File: src/rtl/wb_pipe_stage.sv
// MEM/WB pipeline stage: single-cycle retire for ALU results, multi-cycle
// handshake with data memory for loads, with a bounded wait and sticky timeout.
module wb_pipe_stage #(
    parameter int unsigned MEM_TIMEOUT = 15
) (
    input  logic        clk,
    input  logic        reset,
    input  logic        ex_mem_valid,
    input  logic [31:0] ex_mem_alu_result,
    input  logic [4:0]  ex_mem_write_reg_addr,
    input  logic        ex_mem_reg_write,
    input  logic        ex_mem_mem_read,
    input  logic        ex_mem_mem_to_reg,
    output logic        dmem_req,
    output logic [9:0]  dmem_addr,
    input  logic [31:0] dmem_rdata,
    input  logic        dmem_ack,
    output logic        mem_stall,
    output logic        mem_wb_reg_write,
    output logic [4:0]  mem_wb_write_reg_addr,
    output logic [31:0] mem_wb_write_back_data,
    output logic        mem_timeout_err
);

    localparam int unsigned DATA_W = 32;
    localparam int unsigned ADDR_W = 10;
    localparam int unsigned REG_W  = 5;
    localparam int unsigned CNT_W  = 8;
    localparam logic [CNT_W-1:0] CNT_LAST = CNT_W'(MEM_TIMEOUT - 1);

    typedef enum logic [0:0] {
        IDLE      = 1'b0,
        LOAD_WAIT = 1'b1
    } state_t;

    state_t              state_q, state_d;
    logic [CNT_W-1:0]    cnt_q, cnt_d;
    logic [ADDR_W-1:0]   ld_addr_q, ld_addr_d;
    logic [REG_W-1:0]    ld_reg_q, ld_reg_d;
    logic                ld_we_q, ld_we_d;
    logic                ld_to_reg_q, ld_to_reg_d;
    logic                req_q, req_d;
    logic                wb_we_q, wb_we_d;
    logic [REG_W-1:0]    wb_addr_q, wb_addr_d;
    logic [DATA_W-1:0]   wb_data_q, wb_data_d;
    logic                err_q, err_d;
    logic                stall_c;

    // Next-state, load bookkeeping and write-back selection
    always_comb begin
        state_d     = state_q;
        cnt_d       = cnt_q;
        ld_addr_d   = ld_addr_q;
        ld_reg_d    = ld_reg_q;
        ld_we_d     = ld_we_q;
        ld_to_reg_d = ld_to_reg_q;
        req_d       = req_q;
        wb_we_d     = 1'b0;
        wb_addr_d   = wb_addr_q;
        wb_data_d   = wb_data_q;
        err_d       = err_q;
        stall_c     = 1'b0;

        unique case (state_q)
            IDLE: begin
                if (ex_mem_valid && ex_mem_mem_read) begin
                    stall_c     = 1'b1;
                    ld_addr_d   = ex_mem_alu_result[ADDR_W-1:0];
                    ld_reg_d    = ex_mem_write_reg_addr;
                    ld_we_d     = ex_mem_reg_write;
                    ld_to_reg_d = ex_mem_mem_to_reg;
                    cnt_d       = '0;
                    req_d       = 1'b1;
                    state_d     = LOAD_WAIT;
                end else if (ex_mem_valid) begin
                    wb_we_d   = ex_mem_reg_write && (ex_mem_write_reg_addr != REG_W'(0));
                    wb_addr_d = ex_mem_write_reg_addr;
                    wb_data_d = ex_mem_alu_result;
                end
            end
            LOAD_WAIT: begin
                // An ack on the final permitted cycle wins over the timeout
                if (dmem_ack) begin
                    wb_we_d   = ld_we_q && (ld_reg_q != REG_W'(0));
                    wb_addr_d = ld_reg_q;
                    wb_data_d = ld_to_reg_q ? dmem_rdata : DATA_W'(ld_addr_q);
                    req_d     = 1'b0;
                    state_d   = IDLE;
                end else if (cnt_q == CNT_LAST) begin
                    err_d   = 1'b1;
                    req_d   = 1'b0;
                    state_d = IDLE;
                end else begin
                    stall_c = 1'b1;
                    cnt_d   = cnt_q + CNT_W'(1);
                end
            end
            default: state_d = IDLE;
        endcase
    end

    // State and output registers
    always_ff @(posedge clk or negedge reset) begin
        if (!reset) begin
            state_q     <= IDLE;
            cnt_q       <= '0;
            ld_addr_q   <= '0;
            ld_reg_q    <= '0;
            ld_we_q     <= 1'b0;
            ld_to_reg_q <= 1'b0;
            req_q       <= 1'b0;
            wb_we_q     <= 1'b0;
            wb_addr_q   <= '0;
            wb_data_q   <= '0;
            err_q       <= 1'b0;
        end else begin
            state_q     <= state_d;
            cnt_q       <= cnt_d;
            ld_addr_q   <= ld_addr_d;
            ld_reg_q    <= ld_reg_d;
            ld_we_q     <= ld_we_d;
            ld_to_reg_q <= ld_to_reg_d;
            req_q       <= req_d;
            wb_we_q     <= wb_we_d;
            wb_addr_q   <= wb_addr_d;
            wb_data_q   <= wb_data_d;
            err_q       <= err_d;
        end
    end

    assign mem_stall              = stall_c;
    assign dmem_req               = req_q;
    assign dmem_addr              = ld_addr_q;
    assign mem_wb_reg_write       = wb_we_q;
    assign mem_wb_write_reg_addr  = wb_addr_q;
    assign mem_wb_write_back_data = wb_data_q;
    assign mem_timeout_err        = err_q;

endmodule

File: config.mk
export PLATFORM = sky130hd
export DESIGN_NAME = wb_pipe_stage
export DESIGN_NICKNAME = d
export VERILOG_FILES = /design/src/rtl/wb_pipe_stage.sv
export SDC_FILE = /design/constraint.sdc
export NUM_CORES = 1
export LEC_CHECK = 0
export CORE_MARGIN = 4
export CORE_UTILIZATION = 43
export CTS_CLUSTER_SIZE = 30
export DETAILED_ROUTE_END_ITERATION = 10
export PLACE_DENSITY = 0.77
export SETUP_SLACK_MARGIN = 0.2
export SLEW_MARGIN = 20
export SYNTH_ARGS = -nofsm -noshare
export SYNTH_HDL_FRONTEND = slang
export SYNTH_SLANG_ARGS = --single-unit
export TNS_END_PERCENT = 5
File: constraint.sdc
create_clock -name clk -period 2.3 [get_ports clk]
set_clock_uncertainty 0.2 [all_clocks]
set_input_delay 0.23 -clock clk [delete_from_list [all_inputs] [get_ports clk]]
set_output_delay 0.23 -clock clk [all_outputs]
set_load 0.01 [all_outputs]
==> key figures <==
Final layout
  • Final core occ: about 69%
  • Total Nets Final: 503
  • Most frequent cells in the layout: clkdlybuf4s50_1 (124), dfrtp_1 (66), nor2_1 (45)
  • Commonest non-fill, non-tap cell in the layout: clkdlybuf4s50_1
  • Fill cells: about 540
  • Share of cells above drive strength 1: between 10% and 20%
  • Sequential cell area: approximately 1700 µm²
  • # diodes: 0
  • Area of the multi-input gates: roughly 1300 µm²
  • Area Overhead vs Synth: 56.4%

Detailed routing
  • DR iter-0 viols: approximately 120
  • Pre-Repair DR Iteration Count: 4
  • Drt via density: roughly 5.3
  • Via count: 2780
  • Wire per inst: 16.3 µm
  • Final wirelength: around 8.6 mm
  • Post-route DRC: 0
  • Routed Antenna Nets: 0

Global route
  • Grt total ovfl: 0
  • Number of antenna violations at the first check in global routing: 0
  • First-pass GRT wire length: approximately 14 mm
  • GRT Overall Usage: 20.8%
  • Pin count of the biggest net entering global routing: 67
  • Vias in the first global route: approximately 2700

Timing
  • Final setup viols: 0
  • Final Max Slew Viols: 0
  • Period minus WS final: between 2 and 2.5 ns
  • RSZ-0062 raised after global routing: yes
  • Period utilization: 90.0%
  • Max Fclk: between 400 and 500 MHz
  • Fin worst setup slack: about 0.23 ns
  • Hold slack: between 0.2 and 0.25 ns
  • Worst relative slew slack: around half
  • Hold Fails Final Rpt: 0
  • Slew at the pin with the worst max-slew slack: approximately 0.78 ns
  • Fin Setup TNS: 0 ns

Critical path
  • Startpoint Class: register
  • Crit end category: output port
  • FF-to-FF Start: state_q
  • Worst R2R End: cnt_q[7]
  • CP max stage delay: 0.42 ns
  • Crit path max fanout: 2
  • WP data required: around 1.9 ns
  • Setup crit end: mem_stall
  • Crit path from: cnt_q[4]
  • WS Path Type: reg2out
  • Crit-path cells: or3_4, o21ai_4, and2_4, inv_2, buf_6
  • R2R cell count: 5
  • Worst Path Arrival: ~1.6 ns
  • CP max stage cell: or3_4
  • Internal reg-to-reg setup slack: between 0.3 and 0.4 ns

Clock network
  • Clock Sinks: 66
  • Worst skew pair latency: 0.33 ns
  • Clock buffer depth: 2
  • Reg clk slew, reported paths: 0.08 ns
  • TritonCTS clock tree: done
  • Clock root buffer: clkbuf_8
  • H-tree Lvls: 3
  • Total CTS buffers: 9

Logic synthesis
  • Syn Area/Cell: between 10 and 15 µm²
  • Register area share after synthesis: 54.8%
  • Warnings from Yosys: 0
  • Synth Register Bits: 66
  • Net Count, Synth: between 300 and 400
  • Top cells by area, synth: dfrtp_1 (55%), a221oi_1 (6.4%), mux2_2 (6.4%)
  • Synth area leader: dfrtp_1
  • Post-synth cell types: 37
  • Synth top area share: 54.8%
  • Cells after synthesis: just under 300
  • Post-synthesis cell area: 3010 µm²

Outcome
  • Status: finished, final reports clean

Floorplanning
  • Die Area: roughly 8400 µm²
  • Core Region: ~6800 µm²
  • Die width: ~92 µm
  • Starting Density: around 44%
  • Num ports: approximately 130
  • Row cnt: 30
  • Die height: between 90 and 100 µm

Power
  • Maximum vdd drop: 532 µV
  • Seq pwr share: 41.0%
  • P_leak: roughly 2 nW
  • Combinational cell fraction of total power: between 30% and 40%
  • Clock Power Share: 25.4%
  • Total power: 3.89 mW
  • P per Cell Area: 826 nW/µm²
  • Switch share: 31.2%
  • Switch Pwr: roughly 1.2 mW
  • Internal: about 2.7 mW

Placement
  • GPL Wtd Cong: approximately 0.80
  • Buffers on Ports: between 100 and 150
  • Pre-CTS setup slack: -0.107 ns
  • Dpl hpwl: about 5.9 mm

Job
  • Max Cap Viol: 0

Hold path
  • Hold Crit Class: in2async
state kept, by name, summed over array words and instances, names as in the netlist:
name	cells
mem_wb_write_back_data	32
mem_wb_reg_write	1
ld_to_reg_q	1
dmem_req	1
mem_wb_write_reg_addr	5
mem_timeout_err	1
state_q	1
cnt_q	8
dmem_addr	10
ld_we_q	1
ld_reg_q	5
through the flow:
stage,cell area (µm²),std cells
after floorplan,3010,289
after global placement,4430,504
after detailed placement,4430,504
after CTS,4700,525
after global routing,4710,526
final,4710,526
critical path: cells and delay by family, from the launching register on:
family,cells,cell delay [ns]
buffers and inverters,2,0.16
flip-flops,1,0.40
AO/OA/AOI/OAI,1,0.16
AND/OR/NAND/NOR,2,0.59
layout make-up:
type / instances / area share, %
sequential: 66 / 35.1
timing repair buffer: 144 / 30.1
multi-input combinational: 201 / 27.7
clock buffer: 9 / 2.63
tap: 96 / 2.55
clock inverter: 7 / 1.67
inverter: 3 / 0.239
cell families after synthesis:
logic type / Yosys count / share of synthesized area, %
simple gates: 101 / 14.8
buf+inv: 23 / 3.41
compound gates: 65 / 14.8
fa+ha+maj: 2 / 0.830
flops: 66 / 54.8
mux: 32 / 11.3
worst min-delay path by stage:
stage / end / start / slack, ns / cells past startpoint
2_1_floorplan: cnt_q[0] / reset / -0.27 / 0
3_3_place_gp: dmem_addr[0] / reset / 0.07 / 2
5_1_grt: mem_wb_write_back_data[9] / reset / 0.26 / 3
4_1_cts: dmem_addr[9] / reset / 0.24 / 3
3_5_place_dp: dmem_addr[9] / reset / 0.08 / 2
6_report: dmem_addr[4] / reset / 0.22 / 3
cell usage after synthesis:
| library cell | instances |
|---|---|
| nand2_1 | 29 |
| nand4_1 | 1 |
| nand4b_1 | 1 |
| buf_2 | 4 |
| and2b_2 | 1 |
| ha_1 | 2 |
| nor3b_1 | 1 |
| nor2b_1 | 1 |
| or4_1 | 3 |
| o21ai_0 | 28 |
| o22ai_1 | 1 |
| and2_0 | 1 |
| nand2b_1 | 1 |
| o21ai_2 | 1 |
| and3_1 | 4 |
| a21oi_1 | 2 |
| nor2_1 | 45 |
| buf_6 | 1 |
| a22o_1 | 1 |
| a211o_1 | 3 |
| mux2_2 | 17 |
| clkbuf_1 | 14 |
| or3_1 | 1 |
| o31ai_1 | 1 |
| inv_1 | 2 |
| mux2i_1 | 15 |
| dfrtp_1 | 66 |
| a221oi_1 | 22 |
| a21o_1 | 3 |
| nor4_1 | 2 |
| buf_4 | 1 |
| o2111ai_1 | 1 |
| nor3_1 | 1 |
| and2_1 | 1 |
| o211ai_1 | 2 |
| clkinv_1 | 1 |
| nand3_1 | 8 |
metal layers:
| layer | vias up | track usage [%] | wire [µm] | share of wire [%] |
|---|---|---|---|---|
| li1 | 1321 | - | - | - |
| met1 | 1367 | 24.7 | 3450 | 40 |
| met2 | 74 | 36.2 | 4610 | 54 |
| met3 | 18 | 4.02 | 311 | 3.6 |
| met4 | 0 | 9.65 | 218 | 2.5 |
| met5 | - | 0 | 0 | 0 |
power by group through the flow:
| stage | logic [mW] | clock network (mW) | registers (mW) |
|---|---|---|---|
| global placement | 1.26 | 0 | 1.61 |
| detailed placement | 1.28 | 0 | 1.62 |
| CTS | 1.32 | 0.998 | 1.60 |
| global route | 1.41 | 1.06 | 1.64 |
| finish | 1.30 | 0.990 | 1.60 |
| floorplan | 0.440 | 0 | 1.71 |
repair_timing:
action                                  in CTS  in global routing
hold endpoints to repair                    66                  0
gates cloned                                 1                  0
pin swaps                                    2                  2
buffers inserted                             3                  1
gates resized for setup                      9                  2
hold buffers                                 1                  0
endpoints found under the setup margin      23                  1
Power figures use the tool's default switching activity.
